`config.mk`:
```
export PLATFORM = sky130hd
export DESIGN_NAME = jtframe_sdram_arb
export DESIGN_NICKNAME = d
export VERILOG_FILES = /design/src/rtl/jtframe_arb_pkg.sv /design/src/rtl/jtframe_arb_rr.sv /design/src/rtl/jtframe_sdram_arb.sv
export SDC_FILE = /design/constraint.sdc
export NUM_CORES = 1
export LEC_CHECK = 0
export ABC_AREA = 0
export CAP_MARGIN = 30
export CELL_PAD_IN_SITES_DETAIL_PLACEMENT = 0
export CELL_PAD_IN_SITES_GLOBAL_PLACEMENT = 1
export CORE_MARGIN = 1.5
export CORE_UTILIZATION = 31
export CTS_BUF_LIST = sky130_fd_sc_hd__clkbuf_16
export CTS_CLUSTER_DIAMETER = 100
export DETAILED_ROUTE_END_ITERATION = 6
export GPL_TIMING_DRIVEN = 0
export HOLD_SLACK_MARGIN = 0.03
export PLACE_DENSITY_LB_ADDON = 0.12
export SLEW_MARGIN = 15
export SYNTH_ARGS = -nofsm -noshare
export SYNTH_HDL_FRONTEND = slang
export SYNTH_SLANG_ARGS = --single-unit
```
`constraint.sdc`:
```
create_clock -name clk -period 5.6 [get_ports clk]
set_input_delay 0.56 -clock clk [delete_from_list [all_inputs] [get_ports clk]]
set_output_delay 0.56 -clock clk [all_outputs]
set_load 0.02 [all_outputs]
```
`src/rtl/jtframe_arb_pkg.sv`:
```
// ---------------------------------------------------------------------------
// jtframe_arb_pkg
// Shared definitions for the SDRAM bank arbiter (jtframe_sdram_arb) and its
// round-robin picker (jtframe_arb_rr).
//   arbState_t : arbiter FSM states IDLE -> ISSUE -> WAIT -> IDLE
//   DSN_NONE   : byte-strobe value with both bytes disabled (active low)
// ---------------------------------------------------------------------------
package jtframe_arb_pkg;

  typedef enum logic [1:0] {
    IDLE  = 2'd0,
    ISSUE = 2'd1,
    WAIT  = 2'd2
  } arbState_t;

  localparam logic [1:0] DSN_NONE = 2'b11;

endpackage

```
`src/rtl/jtframe_arb_rr.sv`:
```
// ---------------------------------------------------------------------------
// jtframe_arb_rr
// Combinational round-robin picker for jtframe_sdram_arb.
// Searches i_last+1, i_last+2, ... (mod NCL) and returns the first requester.
// Optional feature macro: JTFRAME_ARB_PRIO0_EN
//   When defined, client 0 wins unless it was the last client granted, and
//   clients 1..NCL-1 rotate among themselves from their own pointer
//   i_rrLast. This lets client 0 interleave with every other client.
// Ports:
//   i_req    : request vector, one bit per client
//   i_last   : index of the last granted client
//   i_rrLast : (PRIO0 only) last granted client among 1..NCL-1
//   o_winner : index of the chosen client (meaningful when o_any=1)
//   o_any    : at least one client is requesting
// ---------------------------------------------------------------------------
module jtframe_arb_rr
  import jtframe_arb_pkg::*;
#(
  parameter int NCL = 4,
  parameter int GW  = $clog2(NCL)
) (
  input  logic [NCL-1:0] i_req,
  input  logic [GW-1:0]  i_last,
`ifdef JTFRAME_ARB_PRIO0_EN
  input  logic [GW-1:0]  i_rrLast,
`endif
  output logic [GW-1:0]  o_winner,
  output logic           o_any
);

  logic          w_found;
  logic [GW-1:0] w_idx;

  assign o_any = |i_req;

`ifdef JTFRAME_ARB_PRIO0_EN
  // Client 0 first unless it just had a turn; otherwise rotate over 1..NCL-1,
  // falling back to client 0 when nobody else is asking.
  always_comb begin
    o_winner = i_last;
    w_found  = 1'b0;
    w_idx    = '0;
    if (i_req[0] && (i_last != '0)) begin
      o_winner = '0;
      w_found  = 1'b1;
    end
    for (int k = 1; k <= NCL; k++) begin
      w_idx = GW'((int'(i_rrLast) + k) % NCL);
      if (!w_found && (w_idx != '0) && i_req[w_idx]) begin
        o_winner = w_idx;
        w_found  = 1'b1;
      end
    end
    if (!w_found && i_req[0]) begin
      o_winner = '0;
    end
  end
`else
  // Plain rotation: the client right after the last grant has top priority.
  always_comb begin
    o_winner = i_last;
    w_found  = 1'b0;
    w_idx    = '0;
    for (int k = 1; k <= NCL; k++) begin
      w_idx = GW'((int'(i_last) + k) % NCL);
      if (!w_found && i_req[w_idx]) begin
        o_winner = w_idx;
        w_found  = 1'b1;
      end
    end
  end
`endif

endmodule

```
`src/rtl/jtframe_sdram_arb.sv`:
```
// ---------------------------------------------------------------------------
// jtframe_sdram_arb
// Shares one SDRAM bank port between NCL game-side clients. One transaction
// is in flight at a time; the winner's address/data/strobes are registered
// in IDLE and held on the bank port until the controller acknowledges.
// Optional feature macro: JTFRAME_ARB_PRIO0_EN (client 0 priority, see
// jtframe_arb_rr).
// Ports:
//   clk, rst_n          : clock, asynchronous active-low reset
//   cl_req/cl_wr        : per-client request and write flag
//   cl_addr/cl_din/cl_dsn: per-client packed address, write data, strobes
//   cl_rdy              : one-cycle done pulse for the served client
//   cl_dout             : last read data, held until the next read completes
//   ba_addr/ba_rd/ba_wr/ba_din/ba_dsn : command to the bank port
//   ba_ack/ba_rdy       : controller accepted / transaction finished
//   sdram_dout          : read data from the controller
//   grant               : current or last granted client
//   busy                : arbiter is outside IDLE
// ---------------------------------------------------------------------------
module jtframe_sdram_arb
  import jtframe_arb_pkg::*;
#(
  parameter int NCL = 4,
  parameter int AW  = 22,
  parameter int DW  = 16,
  parameter int GW  = $clog2(NCL)
) (
  input  logic              clk,
  input  logic              rst_n,
  input  logic [NCL-1:0]    cl_req,
  input  logic [NCL-1:0]    cl_wr,
  input  logic [NCL*AW-1:0] cl_addr,
  input  logic [NCL*DW-1:0] cl_din,
  input  logic [NCL*2-1:0]  cl_dsn,
  output logic [NCL-1:0]    cl_rdy,
  output logic [DW-1:0]     cl_dout,
  output logic [AW-1:0]     ba_addr,
  output logic              ba_rd,
  output logic              ba_wr,
  output logic [DW-1:0]     ba_din,
  output logic [1:0]        ba_dsn,
  input  logic              ba_ack,
  input  logic              ba_rdy,
  input  logic [DW-1:0]     sdram_dout,
  output logic [GW-1:0]     grant,
  output logic              busy
);

  arbState_t      r_state;
  logic [AW-1:0]  r_addr;
  logic [DW-1:0]  r_din;
  logic [1:0]     r_dsn;
  logic           r_rd;
  logic           r_wr;
  logic           r_isWr;
  logic [NCL-1:0] r_rdy;
  logic [DW-1:0]  r_dout;
  logic [GW-1:0]  r_grant;
`ifdef JTFRAME_ARB_PRIO0_EN
  logic [GW-1:0]  r_rrPtr;
`endif

  logic [GW-1:0]  w_winner;
  logic           w_any;

  jtframe_arb_rr #(
    .NCL (NCL),
    .GW  (GW)
  ) u_rr (
    .i_req    (cl_req),
    .i_last   (r_grant),
`ifdef JTFRAME_ARB_PRIO0_EN
    .i_rrLast (r_rrPtr),
`endif
    .o_winner (w_winner),
    .o_any    (w_any)
  );

  // Single FSM with registered outputs. While cl_rdy is pulsing the served
  // client has not yet had a chance to drop its request, so that IDLE cycle
  // never arbitrates; this also guarantees at least one IDLE cycle per
  // transaction.
  always_ff @(posedge clk or negedge rst_n) begin
    if (!rst_n) begin
      r_state <= IDLE;
      r_addr  <= '0;
      r_din   <= '0;
      r_dsn   <= DSN_NONE;
      r_rd    <= 1'b0;
      r_wr    <= 1'b0;
      r_isWr  <= 1'b0;
      r_rdy   <= '0;
      r_dout  <= '0;
      r_grant <= GW'(NCL - 1);
`ifdef JTFRAME_ARB_PRIO0_EN
      r_rrPtr <= GW'(NCL - 1);
`endif
    end else begin
      r_rdy <= '0;
      case (r_state)
        IDLE: begin
          if (w_any && (r_rdy == '0)) begin
            r_addr  <= cl_addr[int'(w_winner)*AW +: AW];
            r_din   <= cl_din[int'(w_winner)*DW +: DW];
            r_dsn   <= cl_dsn[int'(w_winner)*2 +: 2];
            r_isWr  <= cl_wr[w_winner];
            r_rd    <= ~cl_wr[w_winner];
            r_wr    <= cl_wr[w_winner];
            r_grant <= w_winner;
`ifdef JTFRAME_ARB_PRIO0_EN
            if (w_winner != '0) begin
              r_rrPtr <= w_winner;
            end
`endif
            r_state <= ISSUE;
          end
        end
        ISSUE: begin
          if (ba_ack) begin
            r_rd <= 1'b0;
            r_wr <= 1'b0;
            // A controller may finish in the same cycle it accepts.
            if (ba_rdy) begin
              if (!r_isWr) begin
                r_dout <= sdram_dout;
              end
              r_rdy[r_grant] <= 1'b1;
              r_state        <= IDLE;
            end else begin
              r_state <= WAIT;
            end
          end
        end
        WAIT: begin
          if (ba_rdy) begin
            if (!r_isWr) begin
              r_dout <= sdram_dout;
            end
            r_rdy[r_grant] <= 1'b1;
            r_state        <= IDLE;
          end
        end
        default: begin
          r_state <= IDLE;
        end
      endcase
    end
  end

  assign ba_addr = r_addr;
  assign ba_din  = r_din;
  assign ba_dsn  = r_dsn;
  assign ba_rd   = r_rd;
  assign ba_wr   = r_wr;
  assign cl_rdy  = r_rdy;
  assign cl_dout = r_dout;
  assign grant   = r_grant;
  assign busy    = (r_state != IDLE);

endmodule

```
=== After elaboration in Yosys (flattened, before gate mapping) ===
Cells that the tools add are included.

* Register bits after elaboration: 67

* Order comparisons: 7
* Shift-type cells: 3
* Bitwise logic cells: 1
* Multiply operators: 1
* Mux-type cells: 36
* Reduce and logical (&&, ||, !) cells: 18
* Eq/ne operators: 5
* $add $sub $neg: 4

{| class="wikitable"
|+ Operator list
! cell !! number
|-
| 88-bit by 8-bit variable part select with 22-bit output || 1
|-
| 64-bit by 7-bit variable part select with 16-bit output || 1
|-
| 16-bit 2-to-1 mux || 3
|-
| 16-bit one-hot mux with 2 select lines || 1
|-
| 2-bit by 3-bit less-than comparator with 1-bit output (second input constant) || 6
|-
| 2-bit 2-to-1 mux || 8
|-
| 1-bit 2-to-1 mux || 12
|-
| 1-bit binary-select mux with 2-bit select || 5
|-
| 4-bit 2-to-1 mux || 2
|-
| 4-bit one-hot mux with 2 select lines || 1
|-
| 8-bit by 4-bit variable part select with 2-bit output || 1
|-
| 2-bit by 4-bit multiplier with 6-bit output (second input constant) || 1
|-
| 2-bit inequality test (second input constant) || 3
|-
| 2-bit one-hot mux with 3 select lines || 1
|-
| 3-bit AND reduction || 2
|-
| 2-bit nonzero test || 3
|-
| 1-bit logical AND || 5
|-
| 2-bit by 1-bit adder with 2-bit output (second input constant) || 2
|-
| 2-bit adder (second input constant) || 2
|-
| 4-bit zero test || 1
|-
| 1-bit one-hot mux with 2 select lines || 2
|-
| 2-bit AND reduction || 2
|-
| 4-bit OR reduction || 1
|-
| 1-bit zero test || 3
|-
| other kinds (6) || 6
|}

=== Logic depth before layout (Yosys ltp) ===
Gate-level depths: netlist of the first run.

* Depth after elaboration: 18
* Gate-level depth with buffers: 12
* Gate-level depth less buffers: 8

=== By module ===
From an unflattened synthesis of the first run, not the netlist that was laid out.

* Cell total of the unflattened synthesis: 233
* Area total of the unflattened synthesis: 3,692.3 µm²

{| class="wikitable"
|+ By module, submodules not included
! module !! seq. area each (µm²) !! times used !! cells each !! area an instance (µm²)
|-
| jtframe_sdram_arb || 1,681.6 || 1 || 219 || 3,619.7
|-
| jtframe_arb_rr || 0.0 || 1 || 14 || 72.6
|}

=== Worst setup path after synthesis of the first run ===
OpenSTA, ideal clock, no wires.

* Path kind: register to register
* From: register r_grant[0], in the netlist grant[0]
* To: register r_isWr
* Setup slack: 2.654 ns
* Stages on the path, launching flop included: 13
* Data arrival time: 2.818 ns
* Path buffers: 4
* Cell sequence: dfstp_2 -> buf_2 -> inv_1 -> ha_1 -> buf_2 -> mux4_2 -> nor2b_1 -> o22a_1 -> o22a_1 -> buf_6 -> buf_12 -> mux2i_1 -> mux2_1

* Longest elaborated chain between the ends: 15
* Elaborated cells on any way between the ends: 27
* Classes of those cells: 4 x add/sub; 17 x mux; 6 x reduce/logical

{| class="wikitable"
|+ RTL lines
! element !! RTL line !! source
|-
| from (decl) || jtframe_sdram_arb.sv:58 || <nowiki>logic [GW-1:0] r_grant;</nowiki>
|-
| from (signal assigned) || jtframe_sdram_arb.sv:94 || <nowiki>r_grant <= GW'(NCL - 1);</nowiki>
|-
| from (signal assigned) || jtframe_sdram_arb.sv:109 || <nowiki>r_grant <= w_winner;</nowiki>
|-
| 2-bit by 1-bit adder with 2-bit output || jtframe_arb_rr.sv:65 || <nowiki>w_idx = GW'((int'(i_last) + k) % NCL);</nowiki>
|-
| 1-bit binary-select mux with 2-bit select || jtframe_arb_rr.sv:66 || <nowiki>if (!w_found && i_req[w_idx]) begin</nowiki>
|-
| 1-bit 2-to-1 mux (not written as such) || jtframe_arb_rr.sv:66 ||
|-
| 1-bit 2-to-1 mux || jtframe_arb_rr.sv:66 ||
|-
| 1-bit zero test || jtframe_arb_rr.sv:66 ||
|-
| 1-bit logical AND || jtframe_arb_rr.sv:66 ||
|-
| 1-bit 2-to-1 mux || jtframe_arb_rr.sv:66 ||
|-
| 1-bit zero test || jtframe_arb_rr.sv:66 ||
|-
| 1-bit logical AND || jtframe_arb_rr.sv:66 ||
|-
| 1-bit 2-to-1 mux || jtframe_arb_rr.sv:66 ||
|-
| 1-bit zero test || jtframe_arb_rr.sv:66 ||
|-
| 1-bit logical AND || jtframe_arb_rr.sv:66 ||
|-
| 2-bit 2-to-1 mux * || jtframe_arb_rr.sv:66 ||
|-
| 1-bit binary-select mux with 2-bit select * || jtframe_sdram_arb.sv:106 || <nowiki>r_isWr <= cl_wr[w_winner];</nowiki>
|-
| 1-bit 2-to-1 mux (not written as such) * || jtframe_sdram_arb.sv:106 ||
|-
| to (signal assigned) || jtframe_sdram_arb.sv:106 ||
|-
| to (decl) || jtframe_sdram_arb.sv:55 || <nowiki>logic r_isWr;</nowiki>
|}

Mark *: on every way between the ends. The rest lies on a longest branch, timed or not. The select of a mux whose other input is x is not followed.
A chain may end at the register's enable or synchronous reset.

=== Final worst setup path of the first run ===
* From: register r_grant[0], in the netlist grant[0]
* To: register r_din[9], in the netlist ba_din[9]

* Longest elaborated chain between the ends: 14
* Elaborated cells on any way between the ends: 26
* Classes of those cells: 4 x add/sub; 1 x shift; 15 x mux; 6 x reduce/logical

{| class="wikitable"
|+ RTL lines
! element !! RTL line !! source
|-
| 2-bit by 1-bit adder with 2-bit output || jtframe_arb_rr.sv:65 ||
|-
| 1-bit binary-select mux with 2-bit select || jtframe_arb_rr.sv:66 ||
|-
| 1-bit 2-to-1 mux (not written as such) || jtframe_arb_rr.sv:66 ||
|-
| 1-bit 2-to-1 mux || jtframe_arb_rr.sv:66 ||
|-
| 1-bit zero test || jtframe_arb_rr.sv:66 ||
|-
| 1-bit logical AND || jtframe_arb_rr.sv:66 ||
|-
| 1-bit 2-to-1 mux || jtframe_arb_rr.sv:66 ||
|-
| 1-bit zero test || jtframe_arb_rr.sv:66 ||
|-
| 1-bit logical AND || jtframe_arb_rr.sv:66 ||
|-
| 1-bit 2-to-1 mux || jtframe_arb_rr.sv:66 ||
|-
| 1-bit zero test || jtframe_arb_rr.sv:66 ||
|-
| 1-bit logical AND || jtframe_arb_rr.sv:66 ||
|-
| 2-bit 2-to-1 mux * || jtframe_arb_rr.sv:66 ||
|-
| 64-bit by 7-bit variable part select with 16-bit output * || jtframe_sdram_arb.sv:104 || <nowiki>r_din <= cl_din[int'(w_winner)*DW +: DW];</nowiki>
|-
| to (signal assigned) || jtframe_sdram_arb.sv:104 ||
|-
| to (decl) || jtframe_sdram_arb.sv:51 || <nowiki>logic [DW-1:0] r_din;</nowiki>
|}

Marked as above.

==> results of run 1 <==
cell type report:
type | count | share of cell area [%]
Sequential cell | 67 | 22.2
Clock buffer | 9 | 2.98
Buffer | 31 | 3.29
Inverter | 8 | 0.397
Timing Repair Buffer | 251 | 33.4
Multi-Input combinational cell | 284 | 33.7
Clock inverter | 7 | 1.04
Tap cell | 180 | 2.98
routing by layer:
layer	part of all wire, %	track usage (%)	wire length, µm	vias to the layer above
met1	38	20.3	5360	1842
met3	9.9	6.04	1380	12
met4	1.2	4.81	171	0
met2	51	31.6	7100	175
li1	-	-	-	1919
met5	0	0	0	-
cells in the mapped netlist:
library cell	count	area, µm²
dfstp_2	4	105
o22a_1	2	17.5
buf_2	3	15.0
nand2_1	45	169
buf_4	6	45.0
o311ai_1	1	8.76
a32o_1	2	20.0
o21ai_1	14	70.1
and2_1	5	31.3
mux4_2	2	45.0
mux2_1	1	11.3
nor4_1	1	6.26
clkbuf_4	1	7.51
inv_1	8	30.0
o22ai_1	1	6.26
nand3_1	1	5.00
clkbuf_1	10	37.5
o21ai_0	5	25.0
nor2_1	9	33.8
o221ai_1	1	8.76
nor3_1	2	10.0
clkbuf_2	1	5.00
mux2_2	20	225
dfrtp_1	63	1580
mux2_4	38	571
o21ai_2	26	228
a22o_1	1	8.76
buf_12	3	60.1
mux2i_1	88	881
o21a_1	1	7.51
ha_1	7	87.6
nor2b_1	2	12.5
a21oi_1	4	20.0
buf_6	7	78.8
o41ai_1	1	8.76
o31ai_1	1	7.51
or4_1	2	15.0
a211oi_1	1	7.51
power by group through the flow:
stage / Sequential, µW / Clock, µW / Combinational [µW]
2_1_floorplan: 1140 / 0 / 2130
3_3_place_gp: 877 / 0 / 3420
3_5_place_dp: 885 / 0 / 3460
4_1_cts: 880 / 578 / 3470
5_1_grt: 907 / 600 / 3670
6_report: 876 / 562 / 3410
layout by cell type, fill, tap and decap left out, types with 9 or more instances in the layout:
cell type,netlist,layout
mux2i_1,88,88
nor2_1,9,9
o21ai_2,26,26
mux2_2,20,20
clkbuf_1,10,10
clkbuf_16,0,9
clkdlybuf4s50_1,0,248
o21ai_1,14,14
mux2_4,38,38
nand2_1,45,45
dfrtp_1,63,63
worst paths after layout:
| kind | from | to | slack [ps] |
|---|---|---|---|
| worst max-delay path | grant[0]$_DFFE_PN1P_ | ba_din[9]$_DFFE_PN0P_ | 2330 |
| worst min-delay path | rst_n | ba_addr[18]$_DFFE_PN0P_ | 60 |
| worst max register to register | grant[0]$_DFFE_PN1P_ | ba_din[9]$_DFFE_PN0P_ | 2330 |
| worst min register to register | ba_dsn[1]$_DFFE_PN1P_ | ba_dsn[1]$_DFFE_PN1P_ | 460 |
| max in group asynchronous | rst_n | grant[1]$_DFFE_PN1P_ | 4970 |
| min in group clk | ba_dsn[1]$_DFFE_PN1P_ | ba_dsn[1]$_DFFE_PN1P_ | 460 |
metrics by stage:
stage / utilization, % / total power, µW / area (µm²)
after global routing: 53.8 / 5180 / 7560
after global placement: 51.5 / 4300 / 7230
after CTS: 53.8 / 4930 / 7560
final: 53.8 / 4840 / 7560
after floorplan: - / 3270 / 4510
after detailed placement: 51.7 / 4350 / 7260
worst register-to-register path, cell delays in order (launching register included):
cell,delay [ps]
dfstp_2,630
buf_2,260
inv_1,110
ha_1,290
buf_2,180
or4_1,520
o311ai_1,100
buf_6,220
buf_4,240
mux2i_1,340
mux2_4,210
o21ai_1,50
flip-flops by register name, summed over array words and instances, names as in the netlist:
| name | flops |
|---|---|
| ba_wr | 1 |
| ba_din | 16 |
| grant | 2 |
| ba_addr | 22 |
| r_isWr | 1 |
| ba_rd | 1 |
| r_state | 2 |
| cl_rdy | 4 |
| cl_dout | 16 |
| ba_dsn | 2 |
kinds of logic (layout without fill, tap and decap cells):
| kind of cell | Yosys count | in the layout |
|---|---|---|
| muxes | 149 | 149 |
| DFF | 67 | 67 |
| and+or+nand+nor | 67 | 67 |
| AOI/OAI and AO/OA | 61 | 61 |
| buffers and inverters | 39 | 306 |
| adders and majority gates | 7 | 7 |
==> impl_metrics.env, run 1 <==
export IMPL_status="complete, no violations"
export IMPL_yosys_warnings=0
export IMPL_antenna_found_initial=0
export IMPL_synth_area_per_cell_um2=11.6
export IMPL_cts_buffers_inserted=9
export IMPL_n_antenna_cell=0
export IMPL_critical_path_buf_inv_count=5
export IMPL_finalHoldViolCount=0
export IMPL_start_kind="flip-flop"
export IMPL_fp_dieH_um=124
export IMPL_dp_cells=821
export IMPL_internal_power_uw=2870
export IMPL_drc=0
export IMPL_die_w_um=124
export IMPL_stdcell_count=837
export IMPL_gp_congestion=0.785
export IMPL_cp_required_ps=5790
export IMPL_ys_ff_latch=67
export IMPL_grt_max_degree=60
export IMPL_p_comb_share_pct=70.3
export IMPL_min_period_ps=3270
export IMPL_setup_slack_ps=2330
export IMPL_multiInputGateArea_um2=2550
export IMPL_ctsResizeCount=0
export IMPL_hold_worst_slack_ps=57.2
export IMPL_worstMarginPinSlew_ps=742
export IMPL_cts_tree="yes"
export IMPL_start_util_pct=32.1
export IMPL_relSlewSlack_pct=50.6
export IMPL_drtPass1Iterations=4
export IMPL_synthMuxAreaShare_pct=38.4
export IMPL_crit_type="flip-flop to flip-flop"
export IMPL_synthAdderAreaFrac_pct=1.94
export IMPL_clk_pin_slew_ps=60
export IMPL_synth_simple_area_share_pct=6.27
export IMPL_fp_row_count=43
export IMPL_p_sw_uw=1970
export IMPL_setup_violations=0
export IMPL_final_setup_tns_ps=0
export IMPL_final_seq_area_um2=1680
export IMPL_portBuffers=249
export IMPL_syn_nets=585
export IMPL_final_max_slew_viol_count=0
export IMPL_peakVddDrop_uv=293
export IMPL_ctsHoldBuffers=0
export IMPL_ant_nets=0
export IMPL_yosys_cell_types_count=38
export IMPL_worst_endpoint_arrival_ps=3460
export IMPL_power_density_nw_per_um2=641
export IMPL_period_share_pct=58.4
export IMPL_drive_above_1_share_pct=19.8
export IMPL_core_area_um2=14000
export IMPL_cpMaxStageDelayCell="dfstp_2"
export IMPL_wire_per_inst_um=16.8
export IMPL_r2r_cells=11
export IMPL_grt_pass1_wl_um=20500
export IMPL_worstPathMaxFanout=10
export IMPL_post_place_ws_ps=2300
export IMPL_yosysSeqAreaShare_pct=37.3
export IMPL_cpMostUsedCell="buf_2"
export IMPL_seq_power_share_pct=18.1
export IMPL_finClkSkew_ps=7.36
export IMPL_p_clk_share_pct=11.6
export IMPL_cts_buffer_depth=2
export IMPL_worstSkewPairLatency_ps=330
export IMPL_syn_cell_area_um2=4510
export IMPL_max_stage_delay_ps=630
export IMPL_cp_depth=11
export IMPL_path_delay_family="buffers and inverters"
export IMPL_cts_sinks=67
export IMPL_h_tree_depth=3
export IMPL_drt_vias_per_instance=4.72
export IMPL_endpoint_kind="flip-flop"
export IMPL_post_cts_buffers=0
export IMPL_synth_compound_area_share_pct=9.85
export IMPL_cap_viol_max_count=0
export IMPL_area_growth_pct=67.7
export IMPL_overflow=0
export IMPL_path_cells="buf_2, inv_1, ha_1, buf_2, or4_1, o311ai_1, buf_6, buf_4, mux2i_1, mux2_4, o21ai_1"
export IMPL_ios=253
export IMPL_cellLeakagePower_uw=0.00329
export IMPL_wirelength_um=14000
export IMPL_fp_dieArea_um2=15300
export IMPL_drt_initial_drc_count=135
export IMPL_fmax_mhz=306
export IMPL_fin_nets=847
export IMPL_grtUsageTotal_pct=17.8
export IMPL_fill_cells=1273
export IMPL_netlist_instances=390
export IMPL_hold_class="input port to async pin"
export IMPL_vias=3948
export IMPL_place_hpwl_um=11200
export IMPL_rsz0062_at_grt="false"
export IMPL_synth_top_family_by_area="multiplexers"
export IMPL_cts_root_buf="clkbuf_16"
export IMPL_synth_xor_area_share_pct=0
export IMPL_switching_share_pct=40.7
export IMPL_first_global_vias=3897
Note: power is estimated with default switching activity, not from simulation.
==> inputs of run 2 (changes only) <==
--- a/config.mk
+++ b/config.mk
@@ -10,7 +10,7 @@
 export CELL_PAD_IN_SITES_DETAIL_PLACEMENT = 0
 export CELL_PAD_IN_SITES_GLOBAL_PLACEMENT = 1
 export CORE_MARGIN = 1.5
-export CORE_UTILIZATION = 31
+export CORE_UTILIZATION = 26
 export CTS_BUF_LIST = sky130_fd_sc_hd__clkbuf_16
 export CTS_CLUSTER_DIAMETER = 100
 export DETAILED_ROUTE_END_ITERATION = 6
==> constraint.sdc (replaced) <==
create_clock -name clk -period 2.83 [get_ports clk]
set_input_delay 0.283 -clock clk [delete_from_list [all_inputs] [get_ports clk]]
set_output_delay 0.283 -clock clk [all_outputs]
set_load 0.02 [all_outputs]
==> impl_metrics.env, run 2 (synthesis gave the netlist of run 1 again) <==
export IMPL_status="complete, no violations"
export IMPL_drtPass1Iterations=4
export IMPL_wire_per_inst_um=16.9
export IMPL_ant_nets=0
export IMPL_drive_above_1_share_pct=22.7
export IMPL_grt_pass1_wl_um=22300
export IMPL_crit_type="flip-flop to flip-flop"
export IMPL_gp_congestion=0.801
export IMPL_drt_vias_per_instance=4.46
export IMPL_portBuffers=249
export IMPL_drt_initial_drc_count=122
export IMPL_cts_buffers_inserted=9
export IMPL_start_kind="flip-flop"
export IMPL_cts_sinks=67
export IMPL_hold_class="input port to flip-flop"
export IMPL_cts_tree="yes"
export IMPL_largest_register_ffs=22
export IMPL_cts_root_buf="clkbuf_16"
export IMPL_fill_cells=1543
export IMPL_grtUsageTotal_pct=16.2
export IMPL_peakVddDrop_uv=535
export IMPL_final_core_util_pct=47.1
export IMPL_postLayoutCellArea_um2=7890
export IMPL_worst_endpoint_arrival_ps=2940
export IMPL_relSlewSlack_pct=38.5
export IMPL_final_cell_mix="clkdlybuf4s50_1 (248), mux2i_1 (83), dfrtp_1 (63), nand2_1 (45), mux2_4 (40)"
export IMPL_start_util_pct=26.9
export IMPL_core_area_um2=16800
export IMPL_cap_viol_max_count=0
export IMPL_fp_dieH_um=135
export IMPL_fmax_mhz=368
export IMPL_ios=253
export IMPL_place_hpwl_um=11500
export IMPL_final_max_slew_viol_count=0
export IMPL_cts_buffer_depth=2
export IMPL_period_share_pct=95.9
export IMPL_finalHoldViolCount=0
export IMPL_hold_worst_slack_ps=304
export IMPL_antenna_found_initial=0
export IMPL_worstSkewPairLatency_ps=340
export IMPL_fin_nets=856
export IMPL_clk_pin_slew_ps=60
export IMPL_cellLeakagePower_uw=0.00339
export IMPL_min_period_ps=2710
export IMPL_cp_required_ps=3060
export IMPL_setup_violations=0
export IMPL_worstMarginPinSlew_ps=916
export IMPL_fp_dieArea_um2=18100
export IMPL_die_w_um=135
export IMPL_finClkSkew_ps=6.31
export IMPL_vias=3953
export IMPL_rsz0062_at_grt="false"
export IMPL_wirelength_um=14900
export IMPL_endpoint_kind="flip-flop"
export IMPL_n_antenna_cell=0
export IMPL_post_dp_cell_area_um2=7310
export IMPL_overflow=0
export IMPL_h_tree_depth=3
export IMPL_drc=0
export IMPL_area_growth_pct=75.1
export IMPL_first_global_vias=4025
export IMPL_fp_row_count=47
export IMPL_grt_max_degree=37
export IMPL_power_density_nw_per_um2=1310
export IMPL_final_common_cell="clkdlybuf4s50_1"
export IMPL_worstPathMaxFanout=8
run 2: cell types whose count changed in the layout (fill, tap and decap cells not counted), sizes merged:
cell	previous run	this run
clkinvlp	3	2
buf	22	29
bufinv	1	2
dlygate4sd3	0	1
clkbuf	21	22
run 2: cell type report:
cell class	count	area (µm²)	share of cell area (%)
Buffer	31	335	4.25
Clock inverter	7	92.6	1.17
Sequential cell	67	1680	21.3
Tap cell	220	275	3.49
Clock buffer	9	225	2.85
Multi-Input combinational cell	284	2640	33.5
Timing Repair Buffer	260	2610	33.1
Inverter	8	30.0	0.380
run 2: worst paths after layout:
path / from / cells after the start / slack [ps] / end
max in group asynchronous: rst_n / 3 / 1780 / grant[1]$_DFFE_PN1P_
hold / removal: cl_req[3] / 3 / 300 / grant[0]$_DFFE_PN1P_
setup reg to reg: grant[0]$_DFFE_PN1P_ / 11 / 120 / r_isWr$_DFFE_PN0P_
hold reg to reg: ba_dsn[1]$_DFFE_PN1P_ / 2 / 470 / ba_dsn[1]$_DFFE_PN1P_
setup / recovery: grant[0]$_DFFE_PN1P_ / 11 / 120 / r_isWr$_DFFE_PN0P_
min in group asynchronous: rst_n / 2 / 430 / ba_addr[20]$_DFFE_PN0P_
run 2: repair_timing:
action,in CTS,in global routing
hold endpoints to repair,30,0
setup endpoints to repair,43,43
hold buffers,1,0
buffers inserted,6,1
gates cloned,1,1
resized for setup,20,17
pin swaps,3,3
run 2: per-layer routing:
metal | track usage (%) | up-vias | part of all wire [%] | wire, µm
met5 | 0 | - | 0 | 0
met4 | 4.12 | 0 | 1.0 | 150
met3 | 4.73 | 15 | 8.3 | 1240
met2 | 28.3 | 174 | 50 | 7430
met1 | 19.5 | 1823 | 41 | 6110
li1 | - | 1941 | - | -
run 2: where the power goes:
group	leakage (µW)	switching (µW)	internal [µW]	total, µW
registers	0.000815	229	1470	1700
logic	0.00243	3460	3990	7450
clock network	0.000149	435	767	1200
run 2: worst max-delay path, stage by stage (launching register included):
cell and delay [ps]:
dfstp_2 540, buf_6 90, inv_2 50, ha_4 230, buf_6 130, or4_4 520
o311ai_4 100, buf_6 210, buf_6 130, mux2i_2 210, mux2i_2 110, mux2_4 270
run 2: metrics by stage:
stage               setup TNS (ps)  power [µW]  setup slack (ps)  cells
floorplan                        0        6510              9.43    390
global placement            -68190        8610              -972    859
detailed placement           -7810        8690              -302    860
CTS                          -1.93       10300             -1.01    884
global route                     0       11100              12.0    886
finish                           0       10400               115    886
